==> src/rtl/joy_spi_reader_pkg.sv <==
// Shared definitions for the joystick SPI poller: FSM encoding, command
// prefix, reset centre value and counter width.
package joy_spi_reader_pkg;

  typedef enum logic [2:0] {
    ST_IDLE  = 3'd0,
    ST_SETUP = 3'd1,
    ST_SHIFT = 3'd2,
    ST_GAP   = 3'd3,
    ST_DONE  = 3'd4
  } state_t;

  localparam int         CNT_W          = 20;
  localparam logic [5:0] LED_CMD_PREFIX = 6'b100000;
  localparam logic [9:0] JOY_CENTRE     = 10'd512;
  localparam logic [2:0] LAST_BYTE      = 3'd4;

  // Only byte 0 carries the command; the remaining four clock out zeros.
  function automatic logic [7:0] tx_byte_for(input logic [2:0] idx, input logic [1:0] led_req);
    return (idx == 3'd0) ? {LED_CMD_PREFIX, led_req} : 8'h00;
  endfunction

endpackage

==> src/rtl/spi_byte_shift.sv <==
// One SPI mode-0 byte: generates 8 sclk periods, shifts mosi out MSB first
// on falling edges, samples miso on rising edges, pulses done at the end.
module spi_byte_shift
  import joy_spi_reader_pkg::*;
#(
  parameter int SCLK_HALF = 100
) (
  input  logic       clk,
  input  logic       clr,
  input  logic       start,
  input  logic [7:0] tx_byte,
  input  logic       miso,
  output logic       sclk,
  output logic       mosi,
  output logic [7:0] rx_byte,
  output logic       done
);

  localparam logic [CNT_W-1:0] HALF_LAST = CNT_W'(SCLK_HALF - 1);

  logic             active_reg;
  logic [CNT_W-1:0] half_cnt_reg;
  logic [2:0]       bit_cnt_reg;
  logic [6:0]       tx_sr_reg;
  logic [7:0]       rx_sr_reg;
  logic [7:0]       rx_byte_reg;
  logic             sclk_reg;
  logic             mosi_reg;
  logic             done_reg;

  always_ff @(posedge clk or negedge clr) begin
    if (!clr) begin
      active_reg   <= 1'b0;
      half_cnt_reg <= '0;
      bit_cnt_reg  <= '0;
      tx_sr_reg    <= '0;
      rx_sr_reg    <= '0;
      rx_byte_reg  <= '0;
      sclk_reg     <= 1'b0;
      mosi_reg     <= 1'b0;
      done_reg     <= 1'b0;
    end else begin
      done_reg <= 1'b0;
      if (!active_reg) begin
        if (start) begin
          // MSB goes out immediately so it is stable a full half period
          // before the first rising edge.
          active_reg   <= 1'b1;
          half_cnt_reg <= '0;
          bit_cnt_reg  <= '0;
          tx_sr_reg    <= tx_byte[6:0];
          mosi_reg     <= tx_byte[7];
          sclk_reg     <= 1'b0;
        end
      end else if (half_cnt_reg == HALF_LAST) begin
        half_cnt_reg <= '0;
        if (!sclk_reg) begin
          sclk_reg  <= 1'b1;
          rx_sr_reg <= {rx_sr_reg[6:0], miso};
        end else begin
          sclk_reg <= 1'b0;
          if (bit_cnt_reg == 3'd7) begin
            active_reg  <= 1'b0;
            done_reg    <= 1'b1;
            rx_byte_reg <= rx_sr_reg;
            mosi_reg    <= 1'b0;
          end else begin
            bit_cnt_reg <= bit_cnt_reg + 3'd1;
            mosi_reg    <= tx_sr_reg[6];
            tx_sr_reg   <= {tx_sr_reg[5:0], 1'b0};
          end
        end
      end else begin
        half_cnt_reg <= half_cnt_reg + CNT_W'(1);
      end
    end
  end

  assign sclk    = sclk_reg;
  assign mosi    = mosi_reg;
  assign rx_byte = rx_byte_reg;
  assign done    = done_reg;

endmodule

==> src/rtl/joy_spi_reader.sv <==
// Periodic 5-byte SPI poll of an analogue joystick; publishes X/Y/buttons
// atomically once per completed transaction.
module joy_spi_reader
  import joy_spi_reader_pkg::*;
#(
  parameter int SCLK_HALF   = 100,
  parameter int SS_SETUP    = 1500,
  parameter int BYTE_GAP    = 1000,   // must be >= 2
  parameter int POLL_PERIOD = 1_000_000
) (
  input  logic       clk,
  input  logic       clr,
  input  logic [1:0] led,
  input  logic       miso,
  output logic       ss,
  output logic       sclk,
  output logic       mosi,
  output logic [9:0] joy_x,
  output logic [9:0] joy_y,
  output logic [2:0] btn,
  output logic       sample_valid,
  output logic       busy
);

  localparam logic [CNT_W-1:0] SETUP_LAST = CNT_W'(SS_SETUP - 1);
  localparam logic [CNT_W-1:0] GAP_LAST   = CNT_W'(BYTE_GAP - 1);
  localparam logic [CNT_W-1:0] POLL_LAST  = CNT_W'(POLL_PERIOD - 1);

  state_t           state_reg;
  logic [CNT_W-1:0] timer_reg;
  logic [CNT_W-1:0] poll_cnt_reg;
  logic [2:0]       byte_cnt_reg;
  logic             pending_reg;
  logic             ss_reg;
  logic [1:0]       led_lat_reg;
  logic [9:0]       joy_x_reg;
  logic [9:0]       joy_y_reg;
  logic [2:0]       btn_reg;
  logic             sample_valid_reg;

  // Shadow bytes for X/Y; only the bits that reach the outputs are kept.
  logic [7:0] shadow_lo_reg [2];
  logic [1:0] shadow_hi_reg [2];

  logic       poll_wrap;
  logic       start_shift;
  logic       shift_done;
  logic       shadow_we;
  logic [7:0] tx_byte;
  logic [7:0] rx_byte;

  assign poll_wrap = (poll_cnt_reg == POLL_LAST);
  assign tx_byte   = tx_byte_for(byte_cnt_reg, led_lat_reg);
  assign shadow_we = (state_reg == ST_SHIFT) && shift_done && (byte_cnt_reg != LAST_BYTE);

  // Launch the shifter on the last SETUP/GAP cycle so the byte starts with
  // no extra dead clock.
  always_comb begin
    start_shift = 1'b0;
    if ((state_reg == ST_SETUP) && (timer_reg == SETUP_LAST))
      start_shift = 1'b1;
    if ((state_reg == ST_GAP) && (timer_reg == GAP_LAST))
      start_shift = 1'b1;
  end

  always_ff @(posedge clk or negedge clr) begin
    if (!clr)
      poll_cnt_reg <= '0;
    else
      poll_cnt_reg <= poll_wrap ? '0 : poll_cnt_reg + CNT_W'(1);
  end

  spi_byte_shift #(
    .SCLK_HALF (SCLK_HALF)
  ) u_shift (
    .clk     (clk),
    .clr     (clr),
    .start   (start_shift),
    .tx_byte (tx_byte),
    .miso    (miso),
    .sclk    (sclk),
    .mosi    (mosi),
    .rx_byte (rx_byte),
    .done    (shift_done)
  );

  genvar gi;
  generate
    for (gi = 0; gi < 2; gi++) begin : g_shadow
      always_ff @(posedge clk or negedge clr) begin
        if (!clr) begin
          shadow_lo_reg[gi] <= '0;
          shadow_hi_reg[gi] <= '0;
        end else if (shadow_we) begin
          if (byte_cnt_reg == 3'(2 * gi))
            shadow_lo_reg[gi] <= rx_byte;
          if (byte_cnt_reg == 3'(2 * gi + 1))
            shadow_hi_reg[gi] <= rx_byte[1:0];
        end
      end
    end
  endgenerate

  always_ff @(posedge clk or negedge clr) begin
    if (!clr) begin
      state_reg        <= ST_IDLE;
      timer_reg        <= '0;
      byte_cnt_reg     <= '0;
      pending_reg      <= 1'b0;
      ss_reg           <= 1'b1;
      led_lat_reg      <= '0;
      joy_x_reg        <= JOY_CENTRE;
      joy_y_reg        <= JOY_CENTRE;
      btn_reg          <= '0;
      sample_valid_reg <= 1'b0;
    end else begin
      sample_valid_reg <= 1'b0;
      if (poll_wrap && (state_reg != ST_IDLE))
        pending_reg <= 1'b1;

      case (state_reg)
        ST_IDLE: begin
          if (poll_wrap || pending_reg) begin
            pending_reg  <= 1'b0;
            ss_reg       <= 1'b0;
            led_lat_reg  <= led;
            timer_reg    <= '0;
            byte_cnt_reg <= '0;
            state_reg    <= ST_SETUP;
          end
        end

        ST_SETUP: begin
          if (start_shift)
            state_reg <= ST_SHIFT;
          else
            timer_reg <= timer_reg + CNT_W'(1);
        end

        ST_SHIFT: begin
          if (shift_done) begin
            if (byte_cnt_reg == LAST_BYTE) begin
              // Button byte is used straight from the shifter; everything
              // else comes from the shadows, so all fields change together.
              ss_reg           <= 1'b1;
              joy_x_reg        <= {shadow_hi_reg[0], shadow_lo_reg[0]};
              joy_y_reg        <= {shadow_hi_reg[1], shadow_lo_reg[1]};
              btn_reg          <= rx_byte[2:0];
              sample_valid_reg <= 1'b1;
              state_reg        <= ST_DONE;
            end else begin
              byte_cnt_reg <= byte_cnt_reg + 3'd1;
              // The done-pulse cycle already counts as the first gap cycle.
              timer_reg    <= CNT_W'(1);
              state_reg    <= ST_GAP;
            end
          end
        end

        ST_GAP: begin
          if (start_shift)
            state_reg <= ST_SHIFT;
          else
            timer_reg <= timer_reg + CNT_W'(1);
        end

        ST_DONE: begin
          state_reg <= ST_IDLE;
        end

        default: begin
          state_reg <= ST_IDLE;
        end
      endcase
    end
  end

  assign ss           = ss_reg;
  assign joy_x        = joy_x_reg;
  assign joy_y        = joy_y_reg;
  assign btn          = btn_reg;
  assign sample_valid = sample_valid_reg;
  assign busy         = ~ss_reg | pending_reg;

endmodule

==> config.mk <==
export PLATFORM = sky130hd
export DESIGN_NAME = joy_spi_reader
export DESIGN_NICKNAME = d
export VERILOG_FILES = /design/src/rtl/joy_spi_reader_pkg.sv /design/src/rtl/spi_byte_shift.sv /design/src/rtl/joy_spi_reader.sv
export SDC_FILE = /design/constraint.sdc
export NUM_CORES = 1
export LEC_CHECK = 0
export BUFFER_PORTS_ARGS = -buffer_cell sky130_fd_sc_hd__buf_2
export CORE_ASPECT_RATIO = 1.1
export CORE_MARGIN = 4
export CORE_UTILIZATION = 45
export CTS_CLUSTER_DIAMETER = 120
export CTS_CLUSTER_SIZE = 40
export DETAILED_ROUTE_END_ITERATION = 6
export GPL_ROUTABILITY_DRIVEN = 0
export GPL_TIMING_DRIVEN = 0
export PLACE_DENSITY = 0.6
export RECOVER_POWER = 100
export SLEW_MARGIN = 20
export SYNTH_ARGS = -nofsm -noshare
export SYNTH_HDL_FRONTEND = slang
export SYNTH_HIERARCHICAL = 1
export SYNTH_SLANG_ARGS = --single-unit
export TNS_END_PERCENT = 5
==> constraint.sdc <==
create_clock -name clk -period 4.7 [get_ports clk]
set_input_delay 1.175 -clock clk [delete_from_list [all_inputs] [get_ports clk]]
set_output_delay 1.175 -clock clk [all_outputs]
set_load 0.01 [all_outputs]
==> impl_metrics.json <==
{
  "status": "finished with violations",
  "violations": "capacitance limit, slew limit",
  "power_frac_comb": 0.011,
  "fin_cells": 938,
  "timing.final.crit_share": 0.782,
  "grt_antenna_before_repair": 0,
  "worst_setup_path_start_kind": "register",
  "cp_max_fo": 10,
  "cts_sinks": 144,
  "ys_async_sr_fraction": 1.00,
  "clock_latency_ns": 0.42,
  "powerDensity_nw_per_um2": 332,
  "die_area_um2": 17300,
  "core-area_um2": 15000,
  "die_y_um": 137,
  "hp-class": "reg2reg",
  "clk_pin_slew_ns": 0.06,
  "ys_seq_area_frac": 0.527,
  "final_layout_size_suffix_gt1_frac": 0.140,
  "rr_startpoint": "u_shift/half_cnt_reg[11]",
  "initialDrtViolationCount": 367,
  "drv_slew": 88,
  "rsz0062_at_grt": "no",
  "fp.dieW_um": 126,
  "clkPwrFrac": 0.509,
  "switching_share": 0.210,
  "fin_util": 0.519,
  "ys.flop_type": "dfrtp_1",
  "route.antenna.remaining_nets": 0,
  "crit_path_end_kind": "register",
  "ys.warnings.count": 6,
  "wl_per_cell_um": 15.2,
  "peakVddDrop_mv": 0.242,
  "power_mw": 2.58,
  "cts_made_buffers": 17,
  "cts_hold_buf": 0,
  "cts_resized": 0,
  "drc_errors": 0,
  "grt_overflow": 0,
  "dp_hpwl_um": 9760,
  "whs_ns": 0.467,
  "grt_usage": 0.174,
  "ys_types": 69,
  "cp_top_family": "simple AND/OR/NAND/NOR gates",
  "via_count": 5148,
  "fin_setup_tns_ns": 0,
  "portBuffers": 32,
  "p_leak_nw": 3.54,
  "tightest_slew_ns": 1.93,
  "synthToLayoutAreaGrowth_pct": 13.7,
  "synth_edf_count": 0,
  "holdPathStages": 2,
  "switching_power_mw": 0.541,
  "drt-vias-per-instance": 5.49,
  "drv_cap": 2,
  "crit_slowest_cell": "nor4b_1",
  "start_util": 0.457,
  "p_int_mw": 2.04,
  "clock_skew_ns": 0.00691,
  "crit_start": "u_shift/half_cnt_reg[11]",
  "period_needed_ns": 3.68,
  "critical_path_class": "reg2reg",
  "cts-root-buf": "clkbuf_16",
  "io_pins": 33,
  "crit_path_cell_trace": "or4_1 > or4_4 > buf_6 > nor4b_1 > mux2_2",
  "first_pass_iters": 4,
  "finalSetupViolCount": 0,
  "wl_um": 14200,
  "fmax_mhz": 272,
  "grt_pass1_vias": 4976,
  "worstPathArrival_ns": 3.97,
  "synth-seq-cells": 144,
  "post_cts_buffers": 0,
  "finalHoldViolations": 0,
  "power_frac_seq": 0.480,
  "slew_headroom": -0.285,
  "grt_first_pass_wirelength_um": 24400,
  "cts_htree_levels": 4,
  "cp_num_buf_inv": 1,
  "crit_path_max_incr_delay_ns": 1.45,
  "worstSetupPathDepth": 5,
  "cts_max_path_buffers": 2,
  "rr_worst_depth": 5,
  "insertedDiodeCount": 0,
  "final_nets": 744,
  "hold_start": "shadow_lo_reg[0]",
  "cts_tree": "done",
  "synth_cells": 673,
  "syn_avg_cell_area_um2": 10.2,
  "syn_area_um2": 6850,
  "critPathRequiredTime_ns": 5.00,
  "placement_rows": 47,
  "grt_max_degree": 79,
  "dp.cells": 906
}
worst register-to-register path: cells and delay by family, from the launching register on:
family        cells  cell delay, ns
simple gates      3            2.51
buf+inv           1            0.15
mux               1            0.44
flops             1            0.45
final timing paths:
check,slack [ns],end
max,1.02,u_shift/rx_sr_reg[5]
max in group asynchronous,2.28,u_shift/rx_sr_reg[6]
min in group asynchronous,1.30,timer_reg[14]
min,0.47,joy_y[0]
max reg2reg,1.02,u_shift/rx_sr_reg[5]
min reg2reg,0.47,joy_y[0]
through the flow:
stage	instance area [um2]	setup slack, ns
global route	7780	0.792
CTS	7890	1.67
finish	7780	1.02
floorplan	6860	2.14
global placement	7270	0.447
detailed placement	7300	1.68
per-layer routing:
metal / wire, um / vias to the layer above / GRT usage
met1: 6840 / 2520 / 0.239
met3: 567 / 13 / 0.0427
met2: 6650 / 84 / 0.271
met4: 167 / 0 / 0.0627
li1: - / 2531 / -
met5: 0 / - / 0
cell type report:
class	instances	area, um2
repair buffers	33	155
plain buffers	27	125
multi-input cells	491	3010
inverters	15	57.6
clock inverters	12	134
clock buffers	20	447
well taps	196	245
flip-flops and latches	144	3610
fillers	1393	7210
power groups by stage:
| stage | Combinational, mW | Sequential, mW | Clock, mW |
|---|---|---|---|
| 6_report | 0.0278 | 1.24 | 1.31 |
| 3_5_place_dp | 0.0308 | 1.26 | 0 |
| 4_1_cts | 0.0308 | 1.24 | 1.35 |
| 2_1_floorplan | 0.000302 | 1.26 | 0 |
| 5_1_grt | 0.0339 | 1.24 | 1.40 |
| 3_3_place_gp | 0.0265 | 1.26 | 0 |
cell usage after synthesis (all sizes together) (11+ instances only):
cell type  instances  share of area
a21oi             13          0.011
clkbuf            21          0.012
dfrtp            141           0.52
inv               15         0.0086
mux2              39          0.064
nand2            139          0.076
nand3             32          0.024
nand4             13          0.012
nor2              35          0.019
nor3              11         0.0088
nor4              11          0.010
o21ai             37          0.027
cells by family after synthesis:
logic type                 Yosys count  synth area share
muxes                               40            0.0656
adders and majority gates           10            0.0183
buffers and inverters               42            0.0280
and+or+nand+nor                    309             0.227
other                                1          0.000548
xor gates and xnor gates            17            0.0217
AOI/OAI and AO/OA                  110             0.112
DFF                                144             0.527
cells in the final DEF, fill, tap and decap left out, types with 14 or more instances in the layout:
master and n:
dfrtp_1 141, nand2_1 139, clkbuf_1 50, mux2_2 38, o21ai_0 36, nor2_1 35
nand3_1 32, clkbuf_16 17, inv_1 14
Power figures use the tool's default switching activity.
